**src/rtl/pipe_ctrl_seq.sv**
```systemverilog
// EX-stage control sequencer for the three-stage MIPS pipeline: ID decode into a
// registered EX control word, branch/jump resolution, flush sequencing and HI/LO interlock.
//
// state     | meaning
// ----------+------------------------------------------------------------
// RUN       | normal issue, no redirect in progress, HI/LO idle
// REDIRECT  | taken branch/jump being drained; flush held, EX fed bubbles
// MULT_WAIT | multiply in flight; HI/LO consumers and multiplies held in ID
module pipe_ctrl_seq #(
  parameter int FLUSH_CYCLES = 1,
  parameter int MULT_LATENCY = 4
) (
  input  logic       clk,
  input  logic       reset,
  input  logic       instr_valid,
  input  logic [5:0] op_code,
  input  logic [5:0] function_code,
  input  logic [4:0] shamt,
  input  logic       alu_zero,
  input  logic       alu_lo,
  output logic [3:0] alu_op,
  output logic [4:0] alu_shamt,
  output logic [1:0] rdrt,
  output logic [2:0] regsel,
  output logic       regwrite,
  output logic       memwrite_EX,
  output logic       enhilo,
  output logic [1:0] pcsrc_EX,
  output logic       stall_ID,
  output logic       flush,
  output logic       mult_busy,
  output logic       illegal_EX
);

  typedef enum logic [1:0] {RUN, REDIRECT, MULT_WAIT} state_t;
  typedef enum logic [2:0] {BR_NONE, BR_BEQ, BR_BNE, BR_BGEZ, BR_JUMP, BR_JREG} br_t;

  typedef struct packed {
    logic [3:0] alu_op;
    logic [4:0] alu_shamt;
    logic [1:0] rdrt;
    logic [2:0] regsel;
    logic       regwrite;
    logic       memwrite;
    logic       enhilo;
    logic       illegal;
    br_t        br;
  } ctrl_t;

  localparam ctrl_t      BUBBLE     = ctrl_t'('0);
  localparam logic [1:0] FLUSH_LOAD = 2'(FLUSH_CYCLES - 1);
  localparam logic [3:0] MULT_LOAD  = 4'(MULT_LATENCY - 1);

  state_t     state_q;
  ctrl_t      ex_q;
  ctrl_t      dec;
  logic       id_interlock;
  logic [1:0] flush_cnt_q;
  logic [3:0] mult_cnt_q;
  logic [3:0] mult_cnt_nxt;
  logic       redirect;
  logic       mult_hazard;
  state_t     settle_state;

  // ID decode; id_interlock marks instructions that touch HI/LO.
  always_comb begin
    dec          = BUBBLE;
    id_interlock = 1'b0;
    case (op_code)
      6'b000000: begin
        case (function_code)
          6'b100000, 6'b100001: begin dec.alu_op = 4'b0100; dec.regwrite = 1'b1; end
          6'b100010, 6'b100011: begin dec.alu_op = 4'b0101; dec.regwrite = 1'b1; end
          6'b100100: begin dec.alu_op = 4'b0000; dec.regwrite = 1'b1; end
          6'b100101: begin dec.alu_op = 4'b0001; dec.regwrite = 1'b1; end
          6'b100111: begin dec.alu_op = 4'b0010; dec.regwrite = 1'b1; end
          6'b100110: begin dec.alu_op = 4'b0011; dec.regwrite = 1'b1; end
          6'b101010: begin dec.alu_op = 4'b1100; dec.regwrite = 1'b1; end
          6'b101011: begin dec.alu_op = 4'b1111; dec.regwrite = 1'b1; end
          6'b000000: begin
            // SLL by zero is the canonical NOP and stays a bubble
            if (shamt != 5'd0) begin
              dec.alu_op    = 4'b1000;
              dec.alu_shamt = shamt;
              dec.regwrite  = 1'b1;
            end
          end
          6'b000010: begin dec.alu_op = 4'b1001; dec.alu_shamt = shamt; dec.regwrite = 1'b1; end
          6'b000011: begin dec.alu_op = 4'b1011; dec.alu_shamt = shamt; dec.regwrite = 1'b1; end
          6'b011000: begin dec.alu_op = 4'b0110; dec.enhilo = 1'b1; id_interlock = 1'b1; end
          6'b011001: begin dec.alu_op = 4'b0111; dec.enhilo = 1'b1; id_interlock = 1'b1; end
          6'b010000: begin dec.regsel = 3'd1; dec.regwrite = 1'b1; id_interlock = 1'b1; end
          6'b010010: begin dec.regsel = 3'd2; dec.regwrite = 1'b1; id_interlock = 1'b1; end
          6'b001000: dec.br = BR_JREG;
          default:   dec.illegal = 1'b1;
        endcase
      end
      6'b001000, 6'b001001: begin dec.alu_op = 4'b1000; dec.rdrt = 2'd1; dec.regwrite = 1'b1; end
      6'b001100: begin dec.alu_op = 4'b1100; dec.rdrt = 2'd1; dec.regwrite = 1'b1; end
      6'b001101: begin dec.alu_op = 4'b1101; dec.rdrt = 2'd1; dec.regwrite = 1'b1; end
      6'b001110: begin dec.alu_op = 4'b1110; dec.rdrt = 2'd1; dec.regwrite = 1'b1; end
      6'b001010: begin dec.alu_op = 4'b1010; dec.rdrt = 2'd1; dec.regwrite = 1'b1; end
      6'b100011: begin
        dec.alu_op   = 4'b0001;
        dec.rdrt     = 2'd1;
        dec.regsel   = 3'd3;
        dec.regwrite = 1'b1;
      end
      6'b101011: begin dec.alu_op = 4'b1011; dec.memwrite = 1'b1; end
      6'b001111: begin
        dec.alu_op    = 4'b1111;
        dec.alu_shamt = 5'd16;
        dec.rdrt      = 2'd1;
        dec.regwrite  = 1'b1;
      end
      6'b000100: begin dec.alu_op = 4'b0011; dec.br = BR_BEQ;  end
      6'b000101: begin dec.alu_op = 4'b1110; dec.br = BR_BNE;  end
      6'b000001: begin dec.alu_op = 4'b1001; dec.br = BR_BGEZ; end
      6'b000010: dec.br = BR_JUMP;
      6'b000011: begin
        dec.br       = BR_JUMP;
        dec.rdrt     = 2'd3;
        dec.regsel   = 3'd4;
        dec.regwrite = 1'b1;
      end
      default: dec.illegal = 1'b1;
    endcase
  end

  always_comb begin
    pcsrc_EX = 2'd0;
    case (ex_q.br)
      BR_BEQ:  if (alu_zero)  pcsrc_EX = 2'd1;
      BR_BNE:  if (!alu_zero) pcsrc_EX = 2'd1;
      BR_BGEZ: if (alu_lo)    pcsrc_EX = 2'd1;
      BR_JUMP: pcsrc_EX = 2'd2;
      BR_JREG: pcsrc_EX = 2'd3;
      default: pcsrc_EX = 2'd0;
    endcase
  end

  assign redirect = (pcsrc_EX != 2'd0);
  assign flush    = ~reset & (redirect | (state_q == REDIRECT));

  // A consumer must leave ID no earlier than the last busy cycle, so the hold
  // starts while the multiply itself is in EX and ends one cycle before busy drops.
  assign mult_hazard = (ex_q.enhilo && (MULT_LOAD != 4'd0)) || (mult_cnt_q > 4'd1);
  assign stall_ID    = ~reset & ~flush & instr_valid & id_interlock & mult_hazard;
  assign mult_busy   = (mult_cnt_q != 4'd0);

  always_comb begin
    mult_cnt_nxt = 4'd0;
    if (ex_q.enhilo)
      mult_cnt_nxt = MULT_LOAD;
    else if (mult_cnt_q != 4'd0)
      mult_cnt_nxt = mult_cnt_q - 4'd1;
  end

  assign settle_state = (mult_cnt_nxt != 4'd0) ? MULT_WAIT : RUN;

  always_ff @(posedge clk) begin
    if (reset) begin
      state_q     <= RUN;
      ex_q        <= BUBBLE;
      flush_cnt_q <= 2'd0;
      mult_cnt_q  <= 4'd0;
    end else begin
      ex_q       <= (instr_valid && !flush && !stall_ID) ? dec : BUBBLE;
      mult_cnt_q <= mult_cnt_nxt;
      case (state_q)
        REDIRECT: begin
          flush_cnt_q <= flush_cnt_q - 2'd1;
          if (flush_cnt_q <= 2'd1)
            state_q <= settle_state;
        end
        RUN, MULT_WAIT: begin
          if (redirect) begin
            flush_cnt_q <= FLUSH_LOAD;
            state_q     <= (FLUSH_LOAD != 2'd0) ? REDIRECT : settle_state;
          end else begin
            state_q <= settle_state;
          end
        end
        default: state_q <= RUN;
      endcase
    end
  end

  assign alu_op      = ex_q.alu_op;
  assign alu_shamt   = ex_q.alu_shamt;
  assign rdrt        = ex_q.rdrt;
  assign regsel      = ex_q.regsel;
  assign regwrite    = ex_q.regwrite;
  assign memwrite_EX = ex_q.memwrite;
  assign enhilo      = ex_q.enhilo;
  assign illegal_EX  = ex_q.illegal;

endmodule
```
**config.mk**
```make
export PLATFORM = sky130hd
export DESIGN_NAME = pipe_ctrl_seq
export DESIGN_NICKNAME = d
export VERILOG_FILES = /design/src/rtl/pipe_ctrl_seq.sv
export SDC_FILE = /design/constraint.sdc
export NUM_CORES = 1
export LEC_CHECK = 0
export CAP_MARGIN = 20
export CORE_MARGIN = 2
export CORE_UTILIZATION = 25
export CTS_BUF_LIST = sky130_fd_sc_hd__clkbuf_4
export CTS_CLUSTER_SIZE = 25
export DETAILED_ROUTE_END_ITERATION = 7
export PLACE_DENSITY = 0.57
export SLEW_MARGIN = 20
export SYNTH_ARGS = -nofsm -noshare
export SYNTH_HDL_FRONTEND = slang
export SYNTH_SLANG_ARGS = --single-unit
```
**constraint.sdc**
```tcl
create_clock -name clk -period 2.05 [get_ports clk]
set_clock_uncertainty 0.15 [all_clocks]
set_input_delay 0.3075 -clock clk [delete_from_list [all_inputs] [get_ports clk]]
set_output_delay 0.3075 -clock clk [all_outputs]
set_load 0.005 [all_outputs]
```
After elaboration in Yosys (flattened, before gate mapping)

Cells that the tools add are included.
W data, S select, Z words.

Output and inout port bits: 23
Register bits after elaboration: 29
Input port bits: 22
Word-level logic and storage cells: 126

Reductions and logical operators: 30
Add/sub/neg operators: 2
Mux-type cells: 30
Bitwise operators: 10
Order comparisons: 2
Eq/ne operators: 40

Operators with widths:

| operator             | count |
|---|---|
| $eq A6 B6 Y1 const B | 12 |
| $eq A6 B4 Y1 const B | 8 |
| $pmux W4 S12         | 1 |
| $pmux W4 S11         | 1 |
| $reduce_or A14 Y1    | 2 |
| $eq A6 B2 Y1 const B | 4 |
| $eq A6 B5 Y1 const B | 4 |
| $pmux W5 S2          | 2 |
| $reduce_or A18 Y1    | 1 |
| $reduce_or A2 Y1     | 9 |
| $pmux W2 S2          | 4 |
| $pmux W3 S5          | 1 |
| $eq A6 B3 Y1 const B | 2 |
| $logic_not A6 Y1     | 2 |
| $pmux W2 S5          | 1 |
| $mux W1              | 9 |
| $mux W9              | 1 |
| $pmux W3 S3          | 1 |
| $reduce_or A9 Y1     | 1 |
| $mux W4              | 2 |
| $reduce_bool A4 Y1   | 2 |
| $reduce_or A8 Y1     | 1 |
| $eq A3 B2 Y1 const B | 2 |
| $eq A3 B3 Y1 const B | 2 |
| other kinds (25)     | 39 |

Logic depth before layout (Yosys ltp)

Gate-level depths: netlist (run 1).

Depth after elaboration: 14
Depth in mapped cells: 9
Mapped depth without buffers: 7

Least setup slack after synthesis (run 1)

OpenSTA, ideal clock, no wires.

Path kind: register to register
From: register ex_q[1] in the netlist's numbering
To: register ex_q, in the netlist alu_op[0]
Slack: 0.204 ns
Setup time: 0.103 ns
Buffers on the path: 1
Arrival time: 1.593 ns
Stages on the path, launching flop included: 9
Data required time: 1.797 ns
Period minus slack after synthesis: 1.846 ns
Path through: dfxtp_1 inv_1 ha_1 inv_1 a41oi_1 o2111ai_1 or2_1 buf_6 a2111oi_2

Cells in the longest elaborated chain, start to end: 14
Elaborated cells on any way between the ends: 20
Those cells by class: eq/ne: 5; mux: 1; bitwise: 8; reduce/logical: 6

RTL lines:

| element                                    | RTL line | RTL |
|---|---|---|
| start: declaration                         | 55       | `ctrl_t ex_q;` |
| start signal: assignment                   | 168      | `ex_q <= (instr_valid && !flush && !stall_ID) ? dec : BUBBLE;` |
| $eq A3 B3 Y1, or another cell as far along | 132      | `case (ex_q.br)` |
| $pmux W2 S5 (*)                            | 132      |  |
| $reduce_bool A2 Y1 (*)                     | 142      | `assign redirect = (pcsrc_EX != 2'd0);` |
| $or A1 B1 Y1 (*)                           | 143      | `assign flush = ~reset & (redirect \| (state_q == REDIRECT));` |
| $and A1 B1 Y1 (*)                          | 143      |  |
| $not A1 Y1                                 | 148      | `assign stall_ID = ~reset & ~flush & instr_valid & id_interlock & mult_hazard;` |
| $and A1 B1 Y1 (4 in a row)                 | 148      |  |
| $logic_not A1 Y1                           | 168      |  |
| $logic_and A1 B1 Y1 (*)                    | 168      |  |
| $not A1 Y1 (no source line) (*)            | -        |  |
| $reduce_or A2 Y1 (no source line) (*)      | -        |  |

Every way passes the cells marked *; elsewhere a longest branch is shown, timed or not.
A chain may end at the register's enable or synchronous reset.

Final worst setup path (run 1)

From: register ex_q[1] in the netlist's numbering
To: register ex_q, in the netlist alu_op[3]

The elaborated chain is that of the path after synthesis.

==> results of run 1 <==
logic make-up after synthesis:
group,Yosys count
AO/OA/AOI/OAI,50
XOR/XNOR,1
adder cells (fa/ha/maj),1
buffers and inverters,33
flip-flops,25
multiplexers,1
AND/OR/NAND/NOR,95
worst max-delay path, delay by kind of cell (launching register included):
kind            cells  cell delay (ns)
fa+ha+maj           1             0.25
simple gates        1             0.31
buf+inv             4             0.39
flops               1             0.36
compound gates      3             0.57
cells in the final DEF, fill, tap and decap left out, types with 5 or more instances in the layout:
cell type	synthesis	routed
dfxtp_1	25	24
nor2b_1	8	6
nor2_1	22	16
clkdlybuf4s50_1	0	33
nand2_1	11	11
nand3_1	6	5
o21ai_0	8	7
nor2_2	0	6
nor3_1	7	5
dlygate4sd2_1	0	8
nand2b_1	10	10
buf_4	16	44
a21oi_1	14	10
power groups by stage:
stage               clock network [mW]  logic [mW]  registers, mW
floorplan                            0       0.113          0.501
global placement                     0       0.222          0.501
detailed placement                   0       0.222          0.501
CTS                              0.217       0.238          0.490
global route                     0.241       0.275          0.491
finish                           0.211       0.254          0.490
layout make-up:
| cell class | count | area (um2) | share of cell area [%] |
|---|---|---|---|
| clock inverters | 1 | 5.00 | 0.194 |
| inverters | 5 | 18.8 | 0.726 |
| well taps | 77 | 96.3 | 3.73 |
| repair buffers | 93 | 826 | 32.0 |
| clock buffers | 3 | 22.5 | 0.872 |
| flip-flops and latches | 25 | 502 | 19.4 |
| multi-input cells | 148 | 1110 | 43.1 |
registers in the layout (all words and copies together) (netlist names):
| name | count |
|---|---|
| alu_op | 4 |
| alu_shamt | 5 |
| enhilo | 1 |
| ex_q | 3 |
| illegal_EX | 1 |
| memwrite_EX | 1 |
| mult_cnt_q | 4 |
| rdrt | 2 |
| regsel | 3 |
| regwrite | 1 |
how the worst min path moves through the flow:
stage                                   startpoint                  endpoint  slack [ns]  cells past startpoint
final                                   op_code[0]        ex_q[1]$_SDFF_PP0_        0.40                      4
after global routing                    op_code[0]        ex_q[1]$_SDFF_PP0_        0.39                      4
after CTS                               op_code[0]        ex_q[1]$_SDFF_PP0_        0.38                      4
after detailed placement  mult_cnt_q[0]$_SDFF_PP0_  mult_cnt_q[3]$_SDFF_PP0_        0.42                      1
after global placement    mult_cnt_q[0]$_SDFF_PP0_  mult_cnt_q[3]$_SDFF_PP0_        0.42                      1
after floorplan                              reset  mult_cnt_q[1]$_SDFF_PP0_        0.23                      1
per-layer routing:
metal  up-vias  routed length (um)  global-route usage (%)
met2        36                2140                    21.0
met1       790                2140                    16.5
met5         -                   0                       0
met3         2                 175                    1.56
met4         0                  29                    2.16
li1        873                   -                       -
what timing repair did:
item,in CTS,in global routing
setup buffers,5,1
gates cloned,0,1
pin swaps,15,6
gates resized for setup,47,14
endpoints found under the setup margin,20,10
per-stage QoR:
step           power [mW]  setup slack, ns  area [um2]  TNS [ns]  std cells
6_report            0.955          -0.0800        2580    -0.196        352
5_1_grt              1.01           -0.168        2580     -1.01        352
4_1_cts             0.946          -0.0887        2500   -0.0887        350
3_5_place_dp        0.724           -0.712        2340     -8.98        345
3_3_place_gp        0.723           -0.670        2340     -8.47        345
2_1_floorplan       0.614            0.204        1650         0        206
==> flow_summary.ini, run 1 <==
[status]
status = complete, but fails checks
violations = setup timing

[flow_run]
cap_violations = 0

[yosys]
async_reset_ff_share_pct = 0
ys_seq_elements = 25
ys_warn_count = 0
synth-edff-count = 0
postSynthAreaPerCell_um2 = 8.02
synth_mux_area_share_pct = 0.681
synth.area.top_cells = dfxtp_1, buf_4, nor2_1
postSynthCellCount = 206
yosysTopAreaCell = dfxtp_1
synth_commonest_cells = dfxtp_1, nor2_1, buf_4
yosysMostFrequentCell = dfxtp_1
synth_top_family_by_area = simple AND/OR/NAND/NOR gates
yosysSeqAreaShare_pct = 30.3
synth_fa_ha_area_share_pct = 0.757
synthDistinctLibCells = 53
synth_ff_type = dfxtp_1
synthSimpleGateAreaFrac_pct = 32.6
synth.net_count = 229
netlist_area_um2 = 1650
yosysTopAreaCellShare_pct = 30.3
synth-compound-area-share_pct = 22.0
yosys.area_share.xor_xnor_pct = 0.530

[timing]
hold_ws_ns = 0.397
period_needed_ns = 2.13
layout_setup_ws_ns = -0.0800
hold_viol_final = 0
worst_pin_slew_ns = 0.835
rsz0062_at_grt = true
slew_viol_final = 0
setup_viol = 3
maxSlewHeadroom_pct = 44.4
max_freq_ghz = 0.469
post-route-period-util_pct = 104

[final_layout]
postLayoutCoreUtil_pct = 40.5
drive_above_1_share_pct = 33.5
fillCellCount = 651
nets = 299
area_delta_synth_final_pct = 56.3
antenna_cells = 0

[power_and_ir_drop]
power.density_nw_per_um2 = 369
pwr-share-clk_pct = 22.1
power.switching_mw = 0.262
pwr-share-seq_pct = 51.4
combPwrFrac_pct = 26.6
p_int_mw = 0.692
netSwitchingFraction_pct = 27.5
leakage_nw = 0.968
max-vdd-ir-drop_uv = 257

[worst_setup_path]
max_stage_delay_ns = 0.36
cp_max_fo = 4
endpoint = alu_op[3]$_SDFF_PP0_
start_kind = flip-flop
critical_path_class = reg2reg
r2r_slack_ns = -0.08
reg2reg_depth = 9
crit_top_cell = inv_2
worst_ep_arrival_time_ns = 2.18
crit_slowest_cell = dfxtp_2
reg2reg_from = ex_q[1]$_SDFF_PP0_
timing.rr.end = alu_op[3]$_SDFF_PP0_
critical_path_required_ns = 2.10
crit_start = ex_q[1]$_SDFF_PP0_
crit_path_end_kind = flip-flop
cp_cell_sequence = inv_2 > ha_4 > inv_2 > a41oi_2 > buf_4 > o2111ai_4 > or2_4 > buf_6 > a2111oi_4

[worst_hold_path]
hold_path.class = in2reg

[die]
fp-row-count = 29
design.core.area_um2 = 6390
die_h_um = 85.3
die_w_um = 85.3
die_area_um2 = 7280
initial_core_util_pct = 25.9
ios = 45

[clock_tree]
clkLatencyLatePin_ns = 0.31
hold_buffers = 0
clock_path_buffers = 2
clock_sinks = 25
ctsHtreeMaxLevel = 1
clkSlewWorstSetupHoldPaths_ns = 0.13
cts_tree = done
numCtsBuffers = 3
cts_root_buffer = clkbuf_4

[drt]
drc_errors = 0
viasPerCell = 4.83
vias = 1701
drt_pass1_iterations = 4
wirelength_um = 4490
first_iter_violations = 120
wl_per_cell_um = 12.7
detail-route-antenna-nets = 0

[placed_design]
port_buffers = 44
gp_congestion = 0.844
hpwlAfterDp_um = 3400

[global_route]
overflow = 0
antenna_found_initial = 0
grt_first_pass_wirelength_um = 7500
grt_pass1_vias = 1631
grt_util_all_layers_pct = 12.2
grt_max_degree = 15
No activity file was read; power rests on OpenSTA's default activity.
==> inputs of run 2 (changes only) <==
DONT_BUFFER_PORTS = 1   (was not set)
PLACE_DENSITY = 0.48   (was 0.57)
RECOVER_POWER = 25   (was not set)
==> flow_summary.ini, run 2 (same netlist as run 1, synthesis figures left out) <==
[status]
status = complete, no violations

[worst_setup_path]
critical_path_required_ns = 1.59
cp_cell_sequence = nor3_1 > a2111oi_2 > buf_4 > and3_1
crit_path_end_kind = primary output
reg2reg_depth = 7
start_kind = flip-flop
critical_path_class = reg2out
endpoint = stall_ID
max_stage_delay_ns = 0.40
cp.buffers_inverters = 1
worst_ep_arrival_time_ns = 1.55
crit_slowest_cell = dfxtp_2
crit_start = mult_cnt_q[2]$_SDFF_PP0_
reg2reg_from = ex_q[1]$_SDFF_PP0_
r2r_slack_ns = 0.06
cp_top_family = flip-flops
cp_max_fo = 6
timing.rr.end = alu_op[3]$_SDFF_PP0_
critical_path_depth = 4

[clock_tree]
ctsHtreeMaxLevel = 1
clkSlewWorstSetupHoldPaths_ns = 0.14
cts_root_buffer = clkbuf_4
clkLatencyLatePin_ns = 0.32
post-cts-setup-buffers = 0
clock_sinks = 25
numCtsBuffers = 3
clock_path_buffers = 2
cts_tree = done

[die]
ios = 45
initial_core_util_pct = 25.9
die_area_um2 = 7280
die_w_um = 85.3
fp-row-count = 29
die_h_um = 85.3
design.core.area_um2 = 6390

[power_and_ir_drop]
finalPower_mw = 0.850
p_int_mw = 0.632
power.switching_mw = 0.218
max-vdd-ir-drop_uv = 218
leakage_nw = 0.629
pwr-share-clk_pct = 27.0
pwr-share-seq_pct = 57.8
combPwrFrac_pct = 15.2
netSwitchingFraction_pct = 25.6
power.density_nw_per_um2 = 462

[drt]
drt_pass1_iterations = 4
detail-route-antenna-nets = 0
wl_per_cell_um = 15.0
drc_errors = 0
wirelength_um = 4260
first_iter_violations = 113
viasPerCell = 5.09
vias = 1446

[final_layout]
layout_commonest_cell = nor2_1
final_cell_mix = nor2_1, dfxtp_1, dlygate4sd3_1, a21oi_1, nand2_1
fillCellCount = 701
area_delta_synth_final_pct = 11.2
antenna_cells = 0
finalNonFillerCells = 284
nets = 231
largest_register_ffs = 5
postLayoutCoreUtil_pct = 28.8
drive_above_1_share_pct = 17.4

[timing]
max_freq_ghz = 0.498
rsz0062_at_grt = true
slew_viol_final = 0
post-route-period-util_pct = 97.9
hold_viol_final = 0
setup_viol = 0
worst_pin_slew_ns = 0.518
layout_setup_ws_ns = 0.0434
maxSlewHeadroom_pct = 65.5
setup_tns_ns = 0
period_needed_ns = 2.01

[global_route]
grt_util_all_layers_pct = 11.8
overflow = 0
grt_first_pass_wirelength_um = 6960
antenna_found_initial = 0
grt_pass1_vias = 1366
grt_max_degree = 18

[worst_hold_path]
holdPathStages = 2
hold_path.class = in2reg

[placed_design]
gp_congestion = 0.792
port_buffers = 0
hpwlAfterDp_um = 3060
place_ws_ns = -0.105
dp_cells = 265

[flow_run]
cap_violations = 0
==> run 2: cell count changes in the layout (fill, tap and decap cells not counted), sizes merged <==
cell | previous run | this run
buf | 51 | 10
clkdlybuf4s50 | 33 | 0
dlygate4sd3 | 0 | 15
dlygate4sd2 | 8 | 0
clkbuf | 4 | 3
clkinv | 1 | 0
clkinvlp | 0 | 1
==> run 2: per-layer routing <==
metal	vias up	global-route usage [%]	share of wire, %
met2	46	16.7	41
met1	667	18.1	51
li1	729	-	-
met4	0	3.46	1.2
met5	-	0	0
met3	4	2.14	6.2
==> run 2: final cells by class <==
| class | count | area (um2) | share of cell area, % |
|---|---|---|---|
| timing repair buffer | 25 | 225 | 12.3 |
| inverter | 5 | 18.8 | 1.02 |
| multi-input combinational | 148 | 961 | 52.3 |
| tap | 77 | 96.3 | 5.24 |
| sequential | 25 | 507 | 27.6 |
| clock inverter | 1 | 7.51 | 0.408 |
| clock buffer | 3 | 22.5 | 1.23 |
==> run 2: how the worst min path moves through the flow <==
| stage | from | end | slack [ns] |
|---|---|---|---|
| 6_report | op_code[5] | regsel[0]$_SDFF_PP0_ | 0.03 |
| 3_3_place_gp | reset | mult_cnt_q[1]$_SDFF_PP0_ | 0.23 |
| 4_1_cts | op_code[0] | ex_q[0]$_SDFF_PP0_ | 0.0008 |
| 3_5_place_dp | reset | mult_cnt_q[0]$_SDFF_PP0_ | 0.23 |
| 5_1_grt | op_code[1] | ex_q[0]$_SDFF_PP0_ | 0.01 |
| 2_1_floorplan | reset | mult_cnt_q[1]$_SDFF_PP0_ | 0.23 |
==> run 2: power by group through the flow <==
stage	Clock, mW	Combinational, mW	Sequential [mW]
floorplan	0	0.113	0.501
global placement	0	0.0988	0.502
detailed placement	0	0.0982	0.502
CTS	0.247	0.125	0.491
global route	0.271	0.143	0.492
finish	0.230	0.129	0.491
==> run 2: through the flow <==
| step | hold slack (ns) | instance area (um2) |
|---|---|---|
| after floorplan | 0.227 | 1650 |
| after global placement | 0.228 | 1630 |
| after detailed placement | 0.233 | 1630 |
| after CTS | 0.000750 | 1820 |
| after global routing | 0.0119 | 1840 |
| final | 0.0303 | 1840 |
==> run 2: timing repair <==
item	CTS	global route
endpoints found under the hold margin	19	2
gates cloned	0	0
setup endpoints to repair	14	8
hold buffers	13	2
gates resized for setup	12	0
pin swaps	5	3
==> run 2: worst reg2reg max path: stages (launching register included) <==
cell and delay (ns):
dfxtp_2 0.36, inv_2 0.05, ha_4 0.25, inv_2 0.03
a41oi_2 0.14, o2111ai_1 0.15, or2_2 0.44, a2111oi_2 0.34
==> inputs of run 3 (changes only) <==
CORE_ASPECT_RATIO = 1.4   (was not set)
==> flow_summary.ini, run 3 (same netlist as run 1, synthesis figures left out) <==
[status]
status = complete, no violations

[worst_setup_path]
cp_max_fo = 2
critical_path_required_ns = 1.59
critical_path_class = reg2out
start_kind = flip-flop
worst_ep_arrival_time_ns = 1.56
cp_cell_sequence = inv_2 > ha_4 > inv_2 > a41oi_2 > o21ai_1 > nor2_1 > and3_1
reg2reg_from = ex_q[1]$_SDFF_PP0_
reg2reg_depth = 9
crit_path_end_kind = primary output
cp_top_family = flip-flops
crit_top_cell = inv_2
crit_slowest_cell = dfxtp_2
timing.rr.end = enhilo$_SDFF_PP0_
cp.buffers_inverters = 2
max_stage_delay_ns = 0.36
r2r_slack_ns = 0.06

[global_route]
overflow = 0
grt_first_pass_wirelength_um = 6910
grt_max_degree = 18
antenna_found_initial = 0
grt_util_all_layers_pct = 11.9
grt_pass1_vias = 1439

[placed_design]
place_ws_ns = -0.0589
hpwlAfterDp_um = 3160
port_buffers = 0
postPlaceCellArea_um2 = 1640
gp_congestion = 0.770

[final_layout]
nets = 232
layout_commonest_cell = dfxtp_1
fillCellCount = 708
postLayoutCoreUtil_pct = 28.6
largest_register_ffs = 5
area_delta_synth_final_pct = 12.3
fin_area_um2 = 1860
final_cell_mix = dfxtp_1, nor2_1, a21oi_1, dlygate4sd3_1, buf_4
antenna_cells = 0
drive_above_1_share_pct = 17.8

[timing]
rsz0062_at_grt = true
post-route-period-util_pct = 98.4
hold_viol_final = 0
setup_viol = 0
layout_setup_ws_ns = 0.0334
maxSlewHeadroom_pct = 65.9
max_freq_ghz = 0.496
slew_viol_final = 0
worst_pin_slew_ns = 0.511
period_needed_ns = 2.02

[drt]
wl_per_cell_um = 15.2
vias = 1449
detail-route-antenna-nets = 0
wirelength_um = 4280
drt_pass1_iterations = 4
viasPerCell = 5.14
drc_errors = 0
first_iter_violations = 51

[clock_tree]
numCtsBuffers = 3
cts_tree = done
clock_sinks = 25
ctsHtreeMaxLevel = 1
clock_path_buffers = 2
clkLatencyLatePin_ns = 0.31
cts_root_buffer = clkbuf_4
clkSlewWorstSetupHoldPaths_ns = 0.13

[worst_hold_path]
holdPathStages = 2
min_to = regsel[1]$_SDFF_PP0_
hold_path.class = in2reg
hp-start = function_code[1]

[die]
fp-row-count = 35
die_h_um = 100
die_w_um = 72.7
die_area_um2 = 7290
design.core.area_um2 = 6480
ios = 45
initial_core_util_pct = 25.5

[flow_run]
cap_violations = 0

[power_and_ir_drop]
max-vdd-ir-drop_uv = 195
power.density_nw_per_um2 = 457
finalPower_mw = 0.849
leakage_nw = 0.633
run 3: stage by stage:
step	instances	TNS, ns	hold WS [ns]
final	282	0	0.0211
after floorplan	206	0	0.227
after detailed placement	264	-0.0589	0.233
after global routing	282	-0.114	0.00915
after CTS	282	-0.0189	0.00616
after global placement	264	0	0.228
run 3: layout make-up:
cell class	instances	area [um2]	share of cell area, %
clock buffers	4	30.0	1.62
multi-input cells	148	981	52.8
flip-flops and latches	25	503	27.1
well taps	74	92.6	4.99
repair buffers	26	231	12.5
inverters	5	18.8	1.01
run 3: how the worst max path moves through the flow:
| stage | startpoint | to | slack (ns) | depth (start not counted) |
|---|---|---|---|---|
| final | ex_q[1]$_SDFF_PP0_ | stall_ID | 0.03 | 7 |
| after global routing | ex_q[1]$_SDFF_PP0_ | stall_ID | -0.08 | 7 |
| after CTS | ex_q[1]$_SDFF_PP0_ | stall_ID | -0.02 | 7 |
| after detailed placement | ex_q[1]$_SDFF_PP0_ | enhilo$_SDFF_PP0_ | -0.06 | 8 |
| after global placement | ex_q[1]$_SDFF_PP0_ | enhilo$_SDFF_PP0_ | 0.01 | 8 |
| after floorplan | ex_q[1]$_SDFF_PP0_ | alu_op[0]$_SDFF_PP0_ | 0.20 | 8 |
run 3: repair_timing:
action	CTS	global route
hold buffers	13	0
endpoints found under the setup margin	9	7
setup buffers	1	0
pin swaps	6	3
endpoints found under the hold margin	16	0
gates resized for setup	7	5
run 3: power by group:
group / internal, mW / switching (mW)
clock network: 0.0893 / 0.141
registers: 0.489 / 0.00187
logic: 0.0678 / 0.0602
total: 0.646 / 0.203
run 3: metal layers:
| layer | global-route usage [%] | up-vias | part of all wire (%) |
|---|---|---|---|
| li1 | - | 737 | - |
| met1 | 13.7 | 675 | 40 |
| met2 | 21.6 | 35 | 53 |
| met3 | 1.81 | 2 | 5.4 |
| met4 | 4.27 | 0 | 1.1 |
| met5 | 0 | - | 0 |
